File: src/rtl/histo_ctrl_pkg.sv
// Shared types and constants for the histogram run sequencer.
// Holds the sequencer state encoding, readout word width and header layout.
package histo_ctrl_pkg;

   localparam int         WORD_W    = 32;
   localparam logic [7:0] HDR_MAGIC = 8'hA5;

   typedef enum logic [2:0] {
      ST_IDLE,
      ST_CLEAR,
      ST_WAIT,
      ST_ACQ,
      ST_SETTLE,
      ST_SNAP,
      ST_READ
   } state_t;

   function automatic logic [WORD_W-1:0] mk_header(input logic [15:0] run_cnt,
                                                   input logic [7:0]  nbins);
      return {run_cnt, nbins, HDR_MAGIC};
   endfunction

endpackage

File: src/rtl/histo_run_ctrl_run_timer.sv
// Loadable down-counter shared by the WAIT, ACQ and SETTLE phases.
// o_zero is registered and reflects the current count, so it marks the final cycle of a phase.
module run_timer #(
   parameter int W = 32
) (
   input  logic         clkin,
   input  logic         nrst,
   input  logic         i_ld,
   input  logic [W-1:0] i_ld_val,
   input  logic         i_en,
   output logic         o_zero
);

   logic [W-1:0] r_cnt;

   always_ff @(posedge clkin or negedge nrst) begin
      if (!nrst) begin
         r_cnt  <= '0;
         o_zero <= 1'b1;
      end else if (i_ld) begin
         r_cnt  <= i_ld_val;
         o_zero <= (i_ld_val == '0);
      end else if (i_en && !o_zero) begin
         r_cnt  <= r_cnt - 1'b1;
         o_zero <= (r_cnt == W'(1));
      end
   end

endmodule

File: src/rtl/histo_run_ctrl.sv
// Acquisition sequencer: clear histogram, count for run_len cycles, snapshot, stream header + bins.
// Readout words advance only on rd_valid && rd_ready; data and last flag hold while stalled.
module histo_run_ctrl
   import histo_ctrl_pkg::*;
#(
   parameter int NBINS      = 8,
   parameter int CLEAR_WAIT = NBINS + 4,
   parameter int SETTLE     = 2
) (
   input  logic                      clkin,
   input  logic                      nrst,
   input  logic                      start,
   input  logic                      abort,
   input  logic                      continuous,
   input  logic [WORD_W-1:0]         run_len,
   input  logic [NBINS*WORD_W-1:0]   histo_in,
   output logic                      resethist,
   output logic                      acquiring,
   output logic                      busy,
   output logic [WORD_W-1:0]         rd_data,
   output logic                      rd_valid,
   input  logic                      rd_ready,
   output logic                      rd_last,
   output logic                      done,
   output logic                      err_len,
   output logic [15:0]               run_count
);

   localparam int IDX_W = $clog2(NBINS + 1);
   localparam logic [WORD_W-1:0] CLEAR_WAIT_M1 = (CLEAR_WAIT > 0) ? WORD_W'(CLEAR_WAIT - 1) : '0;
   localparam logic [WORD_W-1:0] SETTLE_M1     = (SETTLE > 0)     ? WORD_W'(SETTLE - 1)     : '0;

   state_t            r_state;
   logic [WORD_W-1:0] r_run_len;
   logic [IDX_W-1:0]  r_idx;
   logic [WORD_W-1:0] r_snap [NBINS];

   logic              w_tmr_ld;
   logic              w_tmr_en;
   logic [WORD_W-1:0] w_tmr_val;
   logic              w_tmr_zero;
   logic [IDX_W-1:0]  w_nidx;
   logic [WORD_W-1:0] w_words [NBINS+1];

   run_timer #(.W(WORD_W)) u_timer (
      .clkin    (clkin),
      .nrst     (nrst),
      .i_ld     (w_tmr_ld),
      .i_ld_val (w_tmr_val),
      .i_en     (w_tmr_en),
      .o_zero   (w_tmr_zero)
   );

   // Each timed phase is preloaded with (length-1) in the cycle before it starts.
   always_comb begin
      w_tmr_ld  = 1'b0;
      w_tmr_en  = 1'b0;
      w_tmr_val = '0;
      case (r_state)
         ST_CLEAR: begin
            w_tmr_ld  = 1'b1;
            w_tmr_val = CLEAR_WAIT_M1;
         end
         ST_WAIT: begin
            if (w_tmr_zero) begin
               w_tmr_ld  = 1'b1;
               w_tmr_val = r_run_len - 1'b1;
            end else begin
               w_tmr_en = 1'b1;
            end
         end
         ST_ACQ: begin
            if (w_tmr_zero) begin
               w_tmr_ld  = 1'b1;
               w_tmr_val = SETTLE_M1;
            end else begin
               w_tmr_en = 1'b1;
            end
         end
         ST_SETTLE: w_tmr_en = ~w_tmr_zero;
         default: ;
      endcase
   end

   always_comb begin
      w_words[0] = mk_header(run_count, 8'(NBINS));
      for (int i = 0; i < NBINS; i++) begin
         w_words[i+1] = r_snap[i];
      end
   end

   assign w_nidx = r_idx + 1'b1;

   always_ff @(posedge clkin or negedge nrst) begin
      if (!nrst) begin
         r_state   <= ST_IDLE;
         r_run_len <= '0;
         r_idx     <= '0;
         resethist <= 1'b0;
         acquiring <= 1'b0;
         busy      <= 1'b0;
         rd_data   <= '0;
         rd_valid  <= 1'b0;
         rd_last   <= 1'b0;
         done      <= 1'b0;
         err_len   <= 1'b0;
         run_count <= '0;
         for (int i = 0; i < NBINS; i++) begin
            r_snap[i] <= '0;
         end
      end else begin
         resethist <= 1'b0;
         done      <= 1'b0;
         err_len   <= 1'b0;
         if (abort) begin
            r_state   <= ST_IDLE;
            busy      <= 1'b0;
            acquiring <= 1'b0;
            rd_valid  <= 1'b0;
            rd_last   <= 1'b0;
         end else begin
            case (r_state)
               ST_IDLE: begin
                  if (start) begin
                     if (run_len == '0) begin
                        err_len <= 1'b1;
                     end else begin
                        r_run_len <= run_len;
                        r_state   <= ST_CLEAR;
                        resethist <= 1'b1;
                        busy      <= 1'b1;
                     end
                  end
               end
               ST_CLEAR: r_state <= ST_WAIT;
               ST_WAIT: begin
                  if (w_tmr_zero) begin
                     r_state   <= ST_ACQ;
                     acquiring <= 1'b1;
                  end
               end
               ST_ACQ: begin
                  if (w_tmr_zero) begin
                     acquiring <= 1'b0;
                     r_state   <= (SETTLE == 0) ? ST_SNAP : ST_SETTLE;
                  end
               end
               ST_SETTLE: begin
                  if (w_tmr_zero) r_state <= ST_SNAP;
               end
               ST_SNAP: begin
                  for (int i = 0; i < NBINS; i++) begin
                     r_snap[i] <= histo_in[i*WORD_W +: WORD_W];
                  end
                  r_state  <= ST_READ;
                  r_idx    <= '0;
                  rd_data  <= w_words[0];
                  rd_valid <= 1'b1;
                  rd_last  <= 1'b0;
               end
               ST_READ: begin
                  if (rd_valid && rd_ready) begin
                     if (rd_last) begin
                        rd_valid  <= 1'b0;
                        rd_last   <= 1'b0;
                        run_count <= run_count + 1'b1;
                        if (continuous) begin
                           r_state   <= ST_CLEAR;
                           resethist <= 1'b1;
                        end else begin
                           r_state <= ST_IDLE;
                           busy    <= 1'b0;
                           done    <= 1'b1;
                        end
                     end else begin
                        r_idx   <= w_nidx;
                        rd_data <= w_words[w_nidx];
                        rd_last <= (w_nidx == IDX_W'(NBINS));
                     end
                  end
               end
               default: r_state <= ST_IDLE;
            endcase
         end
      end
   end

endmodule

File: config.mk
export PLATFORM = sky130hd
export DESIGN_NAME = histo_run_ctrl
export DESIGN_NICKNAME = d
export VERILOG_FILES = /design/src/rtl/histo_ctrl_pkg.sv /design/src/rtl/histo_run_ctrl_run_timer.sv /design/src/rtl/histo_run_ctrl.sv
export SDC_FILE = /design/constraint.sdc
export NUM_CORES = 1
export LEC_CHECK = 0
export CAP_MARGIN = 0
export CELL_PAD_IN_SITES_DETAIL_PLACEMENT = 0
export CELL_PAD_IN_SITES_GLOBAL_PLACEMENT = 2
export CORE_MARGIN = 2
export CORE_UTILIZATION = 33
export CTS_BUF_LIST = sky130_fd_sc_hd__clkbuf_4 sky130_fd_sc_hd__clkbuf_8
export CTS_CLUSTER_SIZE = 30
export DETAILED_ROUTE_END_ITERATION = 7
export PLACE_DENSITY = 0.91
export SLEW_MARGIN = 15
export SYNTH_ARGS = -nofsm -noshare
export SYNTH_HDL_FRONTEND = slang
export SYNTH_SLANG_ARGS = --single-unit
File: constraint.sdc
create_clock -name clkin -period 2.8 [get_ports clkin]
set_input_delay 0.42 -clock clkin [delete_from_list [all_inputs] [get_ports clkin]]
set_output_delay 0.42 -clock clkin [all_outputs]
set_load 0.02 [all_outputs]
==> results of run 1 <==
[worst min-delay path by stage]
stage	from	to	slack, ns	cells past startpoint
global placement	nrst	r_snap[21]	0.42	1
floorplan	nrst	acquiring	0.12	0
CTS	histo_in[203]	r_snap[43]	0.23	3
finish	histo_in[203]	r_snap[43]	0.29	3
detailed placement	nrst	done	0.41	1
global route	histo_in[203]	r_snap[43]	0.26	3
[flip-flops by register name, indices dropped and copies added, names as in the netlist]
name            cells
acquiring           1
busy                1
done                1
err_len             1
r_idx               4
r_run_len          32
r_snap            256
r_state             3
rd_data            32
rd_last             1
rd_valid            1
resethist           1
run_count          16
u_timer.o_zero      1
u_timer.r_cnt      32
[power groups by stage]
stage / logic (W) / registers (W) / clock network (W)
6_report: 0.00610 / 0.00929 / 0.00581
3_5_place_dp: 0.00610 / 0.00934 / 0
3_3_place_gp: 0.00600 / 0.00921 / 0
5_1_grt: 0.00684 / 0.00954 / 0.00624
2_1_floorplan: 0.00392 / 0.00896 / 0
4_1_cts: 0.00614 / 0.00926 / 0.00598
[area by class of cell]
class	instances	area share, %
multi-input cells	1496	33.7
clock buffers	106	5.50
clock inverters	19	0.793
well taps	704	3.60
repair buffers	409	17.0
inverters	9	0.138
flip-flops and latches	383	39.2
[worst max-delay path: cells and delay by family, from the launching register on]
| family | cells | cell delay (ns) |
|---|---|---|
| AND/OR/NAND/NOR | 4 | 1.23 |
| AO/OA/AOI/OAI | 3 | 0.71 |
| flip-flops | 1 | 0.45 |
| buffers and inverters | 1 | 0.18 |
[cell usage after synthesis, types with 3 or more instances]
| library cell | count |
|---|---|
| o221ai_1 | 6 |
| nand3_1 | 30 |
| nand2b_1 | 7 |
| nor4_1 | 28 |
| xnor2_1 | 41 |
| mux4_2 | 48 |
| nor2_1 | 84 |
| dfrtp_1 | 382 |
| ha_1 | 6 |
| or4_1 | 11 |
| a21oi_1 | 85 |
| o211ai_1 | 3 |
| buf_1 | 9 |
| a31oi_1 | 4 |
| o21ai_1 | 5 |
| nand4_1 | 10 |
| or3_1 | 6 |
| mux2i_1 | 12 |
| nor3_1 | 38 |
| mux2_2 | 40 |
| and3_1 | 6 |
| xor2_1 | 18 |
| buf_2 | 9 |
| a211oi_1 | 12 |
| nand2_1 | 869 |
| clkbuf_1 | 99 |
| o21ai_0 | 60 |
| o22ai_1 | 14 |
| or2_2 | 3 |
| inv_1 | 9 |
[per-stage QoR]
stage,setup slack [ns],std cells,hold slack (ns)
after global routing,0.0421,3126,0.264
after global placement,-0.104,3000,0.420
after detailed placement,-0.114,3000,0.414
final,0.146,3126,0.287
after CTS,0.0733,3126,0.232
after floorplan,0.292,2008,0.124
[per-layer routing]
layer / part of all wire (%) / wire length (um) / global-route usage, % / up-vias
li1: - / - / - / 7437
met1: 46 / 27600 / 29.6 / 7626
met2: 46 / 28000 / 33.9 / 476
met3: 5.4 / 3270 / 4.62 / 91
met4: 2.7 / 1650 / 6.36 / 2
met5: 0.021 / 13 / 0 / -
[timing repair]
action / 4_1_cts / 5_1_grt
hold endpoints to repair: 45 / 0
hold buffers: 1 / 0
gates resized for setup: 0 / 4
setup endpoints to repair: 0 / 1
[logic make-up after synthesis]
| group | synth area share [%] |
|---|---|
| AND/OR/NAND/NOR | 25.2 |
| flip-flops | 52.5 |
| AO/OA/AOI/OAI | 7.20 |
| buffers and inverters | 2.80 |
| multiplexers | 9.04 |
| XOR/XNOR | 2.83 |
| adder cells (fa/ha/maj) | 0.411 |
==> run metrics, run 1 <==
# rows 86; Max Cap Violations 0; switching share of power 34.1%; Bufs on Longest Clock Path 3; reg2reg setup slack between 0.1 and 0.15 ns; die area 0.0572 sq mm; multi-input logic area 0.00825 sq mm; Int Pwr 0.0140 W; post-DR wirelength/cell ~19 um; I/O pin total 349; grt total ovfl 0; # diodes 0; detailed placement HPWL roughly 43000 um; critical path's slowest cell or4_4; Leak 11.2 nW; fraction of registers with async set/reset 100%; part of the power in combinational logic 28.8%; clk slew on worst S/H paths 0.06 ns; Post-Layout Inst Area roughly 0.024 sq mm; Setup crit end u_timer.o_zero; 1st-pass router iterations 5; P_sw 0.00722 W; critical-path cell list or4_4, buf_4, o41ai_4, a31oi_1, o21ai_1, and3_2, nand4b_4, nor4_2; Final Hold Fails 0; top flip-flop cell by instance count after synthesis dfrtp_1; Post-Syn Area 0.0183 sq mm; Skew-Pair Late Insertion Delay 0.66 ns; FF+latch area 0.00959 sq mm; Synth Instances around 2000; RSZ-0062 raised after global routing no; worst slew pin tran about 0.93 ns; vias in the first global route about 16000; power share of the clock group 27.4%; Final Cycle Share 94.8%; Min Clock Period, post-route 2.65 ns; CTS tree done; starting density of the core 33.3%; Critical Path RT 3.36 ns; Crit path largest cell delay slightly below 0.6 ns; FF-to-FF End u_timer.o_zero; Yosys cell types 72; Final Power 0.0212 W; routability-driven placement congestion ratio 0.851; Nets 2670; FF-to-FF path depth 8; DRC Markers 0; most frequent cells in the layout nand2_1 (869), dfrtp_1 (381), clkdlybuf4s50_1 (347); die height 239 um; GRT Overall Usage 21.4%; DR vias/cell 5.00; clock sink total around 380; pwr/cell area 867 mW/mm^2; syn nets between 2000 and 2500; I/O Buffers 348; CTS H-tree depth 3; fin. max-slew vios 0; total setup buffers inserted after CTS 0; layout cells sized above 1 12.6%; Worst Setup SP r_run_len[6]; first-pass GRT wire length 93800 um; YS warnings 0; Routed Antenna Nets 0; commonest non-fill, non-tap cell in the layout nand2_1; Crit Path Class register to register; worst r2r src r_run_len[6]; largest net degree at the start of global routing roughly 170; core area 0.0549 sq mm; Critical Path AT 3.21 ns; fmax 377 MHz; post-synth top area share 52.4%; sequential element share of the synthesized area 52.5%; largest cells by area after synthesis dfrtp_1 (52%), nand2_1 (18%), mux4_2 (5.9%); peak supply drop 0.350 mV; Layout area overhead 33.9%; fin util 44.6%; Final setup viols 0; number of flops mapped to enable cells by yosys 0; CP startpoint kind register; DR iter-0 viols 802; Total Wirelength 60500 um; initial antenna violation count 3; routed vias between 15000 and 20000; status finished clean; area post-placement 0.0229 sq mm; Max Fanout on Critical Path 5; syn_area_per_cell approximately 9.1 sq um; sequential share of power a little over two fifths; Hold Crit Class input pin to register; Worst Setup End Kind register; die width around 240 um; number of fillers in the final layout 5365; Clock Skew about 0.044 ns; TNS Setup 0 ns; Clock Tree Root clkbuf_8; flops & latches, synth 383; cell taking the most area after synthesis dfrtp_1; Slew headroom 37.5%; cts bufs inserted between 70 and 80
Power figures use the tool's default switching activity.
==> run 2: changes to the inputs <==
CTS_BUF_LIST = sky130_fd_sc_hd__clkbuf_2   (was sky130_fd_sc_hd__clkbuf_4 sky130_fd_sc_hd__clkbuf_8)
PLACE_DENSITY = 0.94   (was 0.91)
clock period = 2.9 ns   (was 2.8 ns; I/O delays follow)
==> run 2 against run 1 <==
Sequential share of layout area down 3.4 points. Final area up 9.5%. Largest cell class unchanged. Clock skew up 0.038 ns. Critical endpoint is now run_count[8]. Critical path depth down 7. Sequential cell count unchanged.
==> run metrics, run 2 (same netlist as run 1, synthesis figures left out) <==
# rows 86; clk slew on worst S/H paths 0.10 ns; CTS tree done; DR iter-0 viols 939; Critical Path RT 2.47 ns; fin. max-slew vios 0; die area approximately 0.057 sq mm; worst slew pin tran 0.649 ns; core area 0.0549 sq mm; routed vias 17143; Final Power 0.0190 W; Slew headroom 56.4%; grt total ovfl 0; Min Clock Period, post-route about 2.7 ns; detailed placement HPWL 42500 um; 1st-pass router iterations 5; Max Cap Violations 0; initial antenna violation count 4; pwr/cell area 711 mW/mm^2; routability-driven placement congestion ratio 0.888; peak supply drop 0.277 mV; die height around 240 um; fmax 368 MHz; post-DR wirelength/cell about 18 um; Clock Skew 0.0824 ns; Skew-Pair Late Insertion Delay 1.14 ns; Layout area overhead 46.7%; Final setup viols 0; cts bufs inserted 107; vias in the first global route approximately 18000; Biggest register r_snap; Worst Setup End Kind primary output; crit-path leading delay family buffers and inverters; layout cells sized above 1 between 10% and 20%; FF-to-FF path depth 7; Leak 12.4 nW; Levels on crit path 1; total setup buffers inserted after CTS 0; I/O Buffers 348; CTS H-tree depth 3; starting density of the core about 33%; critical-path cell list clkdlybuf4s50_1; status finished clean; Nets 3001; Post-Layout Inst Area 0.0268 sq mm; Final Cycle Share 93.8%; CP startpoint kind register; die width roughly 240 um; Crit path largest cell delay 0.66 ns; Critical Path AT between 2 and 2.5 ns; commonest non-fill, non-tap cell in the layout nand2_1; Final Hold Fails 0; DRC Markers 0; Hold Crit Class input pin to register; Max Fanout on Critical Path 6; I/O pin total around 350; max reg flops 256; Total Wirelength 63800 um; WHS Path Cells 5; GRT Overall Usage 22.5%; clock sink total 383; Bufs on Longest Clock Path 3; Buf/Inv on CP 1; Crit Path Class register to primary output; most frequent cells in the layout nand2_1 (869), dfrtp_1 (380), clkdlybuf4s50_1 (342); critical path's slowest cell clkdlybuf4s50_1; Clock Tree Root clkbuf_2; area post-placement 0.0229 sq mm; largest net degree at the start of global routing around 120; first-pass GRT wire length 99800 um; Routed Antenna Nets 0; DR vias/cell slightly below 5
[run 2: cell count changes in the layout (fill, tap and decap cells not counted), moves of 2 or more]
cell / before / now
clkinv_2: 10 / 0
clkinv_4: 0 / 2
dlygate4sd2_1: 0 / 4
diode_2: 0 / 6
clkdlybuf4s50_1: 347 / 342
clkbuf_4: 18 / 0
clkinvlp_4: 2 / 0
clkinv_1: 0 / 15
clkbuf_8: 88 / 0
clkbuf_2: 0 / 151
dlygate4sd3_1: 1 / 295
[run 2: layer usage]
layer,vias up,global-route usage (%),part of all wire (%)
li1,8140,-,-
met1,8319,29.6,43
met2,559,36.5,48
met3,125,5.09,6.2
met4,0,7.99,2.9
met5,-,0,0
[run 2: final timing paths]
path,start,end,slack (ns)
setup / recovery,run_count[8],run_count[8],0.18
hold / removal,rd_ready,resethist,0.23
setup reg to reg,r_run_len[6],u_timer.o_zero,0.28
hold reg to reg,r_snap[189],r_snap[189],0.48
max in group asynchronous,nrst,r_snap[99],1.87
min in group asynchronous,nrst,u_timer.o_zero,0.57
[run 2: area by class of cell]
cell class,instances,area (sq um)
clock inverter,22,144
timing repair buffer,704,7130
sequential,383,9590
clock buffer,151,756
antenna,6,15.0
inverter,9,33.8
multi-input combinational,1496,8230
fill,5180,28100
tap,704,881
[run 2: metrics by stage]
stage | hold slack [ns] | setup WS, ns | TNS, ns | util (%) | cells
finish | 0.232 | 0.179 | 0 | 48.8 | 3475
global route | 0.126 | -0.0259 | -0.0502 | 48.8 | 3474
CTS | 0.0683 | 0.00483 | 0 | 48.8 | 3469
detailed placement | 0.457 | 0.305 | 0 | 41.7 | 3000
global placement | 0.452 | 0.359 | 0 | 41.7 | 3000
floorplan | 0.139 | 0.392 | 0 | - | 2008
[run 2: what timing repair did]
item / in CTS / in global routing
pin swaps: 0 / 0
hold endpoints to repair: 681 / 0
setup endpoints to repair: 5 / 1
hold buffers: 296 / 0
cloned: 0 / 0
resized for setup: 5 / 1
[run 2: report_power, final]
part           internal (W)  switching [W]  total, W
sequential          0.00741        0.00154   0.00895
clock               0.00150        0.00234   0.00383
combinational       0.00311        0.00315   0.00626
total                0.0120        0.00703    0.0190
==> run 3: changes to the inputs <==
CORE_UTILIZATION = 32   (was 33)
CTS_BUF_LIST = sky130_fd_sc_hd__clkbuf_4 sky130_fd_sc_hd__clkbuf_8 sky130_fd_sc_hd__clkbuf_16   (was sky130_fd_sc_hd__clkbuf_2)
PLACE_DENSITY = 0.92   (was 0.94)
clock period = 3.1 ns   (was 2.9 ns; I/O delays follow)
==> run 3 against run 2 <==
Final cell count shrank 10%. Final area shrank 9.1%. Via count is 9.8% lower. Clock skew fell by 0.060 ns. Global-route usage shrank 2.6 points. Combinational power fell by 14%. Count of clock-buffer cells in the layout decreased by 93. Routed wire length fell by 7.3%. Sequential cell count is the same. Register-to-register slack worse by 0.05 ns. Power is 1.1% higher. Setup slack better by 0.054 ns. Critical path type is now register to register.
==> run metrics, run 3 (same netlist as run 1, synthesis figures left out) <==
CTS H-tree depth 2; reg2reg setup slack between 0.2 and 0.25 ns; peak supply drop 0.390 mV; CTS tree done; clk slew on worst S/H paths 0.06 ns; cts bufs inserted 45; worst slew pin tran 0.787 ns; Bufs on Longest Clock Path 3; Nets between 2000 and 3000; Layout area overhead 33.3%; Crit Path Class register to register; critical-path cell list or4_1, nor4_1, xnor2_1, o211ai_1, a2111o_1, nand4b_4, nor4_2; FF-to-FF path depth 7; final cell count without fillers 3123; starting density of the core approximately 32%; routability-driven placement congestion ratio 0.877; Final Power 0.0192 W; DR vias/cell a little under 5; critical path's slowest cell or4_1; Skew-Pair Late Insertion Delay 0.58 ns; total setup buffers inserted after CTS 0; max reg flops 256; fin. max-slew vios 0; Biggest register r_snap; largest net degree at the start of global routing 122; clock sink total between 300 and 400; core area roughly 0.056 sq mm; Clock Skew between 0.02 and 0.025 ns; Final Hold Fails 0; min-delay src histo_in[75]; TNS Setup 0 ns; FF-to-FF End u_timer.o_zero; commonest non-fill, non-tap cell in the layout nand2_1; Crit path largest cell delay 0.69 ns; Max Cap Violations 0; Slew headroom 47.5%; DR iter-0 viols between 900 and 1000; Buf/Inv on CP 0; die area a little under 0.06 sq mm; I/O Buffers 348; Worst Setup End Kind register; Leak about 11 nW; crit-path leading delay family simple AND/OR/NAND/NOR gates; worst r2r src r_run_len[6]; RSZ-0062 raised after global routing no; grt total ovfl 0; die height 243 um; vias in the first global route about 16000; Min Clock Period, post-route between 2 and 3 ns; die width between 200 and 250 um; Met1 Routed Length 27500 um; # rows 87; Max Fanout on Critical Path 6; Post-Place Cells 3039; routed vias around 15000; worst hold margin roughly 0.41 ns; Total Wirelength 59200 um; top layer used by detailed routing met4; Routed Antenna Nets 0; CP startpoint kind register; WL met2 27500 um; DRC Markers 0; fin util around 43%; Clock Tree Root clkbuf_16; Critical Path AT about 3.3 ns; fmax 349 MHz; Hold Path Sink r_snap[171]; Final setup viols 0; detailed placement HPWL roughly 42000 um; post-DR wirelength/cell about 19 um; Critical Path RT 3.58 ns; WHS Path Cells 3; status finished clean; first-pass GRT wire length a little over 90000 um; most frequent cells in the layout nand2_1 (869), dfrtp_1 (381), clkdlybuf4s50_1 (347); GRT Overall Usage 20.0%; 1st-pass router iterations 5; I/O pin total 349; initial antenna violation count 1; Final Cycle Share 92.5%; pwr/cell area 791 mW/mm^2; post-cts gate resize count 0; routed wl met3 about 3000 um; Hold Crit Class input pin to register; layout cells sized above 1 10.5%
==> run 3: how the worst max path moves through the flow <==
| stage | startpoint | slack (ns) | end | cells past startpoint |
|---|---|---|---|---|
| 2_1_floorplan | r_run_len[6] | 0.59 | u_timer.o_zero | 8 |
| 3_3_place_gp | abort | 0.32 | r_idx[3] | 5 |
| 3_5_place_dp | r_run_len[6] | 0.27 | u_timer.o_zero | 7 |
| 4_1_cts | r_run_len[6] | 0.23 | u_timer.o_zero | 7 |
| 5_1_grt | r_run_len[6] | 0.14 | u_timer.o_zero | 7 |
| 6_report | r_run_len[6] | 0.23 | u_timer.o_zero | 7 |
==> run 3: metrics by stage <==
| step | setup slack, ns | cell area, sq um |
|---|---|---|
| floorplan | 0.592 | 18300 |
| global placement | 0.323 | 22800 |
| detailed placement | 0.274 | 22800 |
| CTS | 0.229 | 24300 |
| global route | 0.138 | 24300 |
| finish | 0.233 | 24300 |
==> run 3: cell type report <==
cell class	instances	area, sq um
inverter	9	33.8
clock buffer	58	1270
timing repair buffer	396	4000
sequential	383	9590
antenna	1	2.50
tap	756	946
multi-input combinational	1496	8230
clock inverter	24	260
fill	5562	32100
==> run 3: repair_timing <==
action	CTS	global route
endpoints found under the hold margin	75	0
hold buffers	1	0
endpoints found under the setup margin	0	0
==> run 3: worst reg2reg max path, stage by stage, from the launching register on <==
cell and delay (ns):
dfrtp_1 0.44, or4_1 0.69, nor4_1 0.39, xnor2_1 0.21, o211ai_1 0.12, a2111o_1 0.41
nand4b_4 0.17, nor4_2 0.32
==> run 3: report_power, final <==
| group | internal (W) | switching, W |
|---|---|---|
| sequential | 0.00695 | 0.00144 |
| combinational | 0.00262 | 0.00276 |
| clock | 0.00324 | 0.00223 |
==> run 3: layer usage <==
layer  GRT usage, %  up-vias
li1               -     7352
met1           28.1     7643
met2           31.7      394
met3           3.83       74
met4           4.94        0
met5              0        -
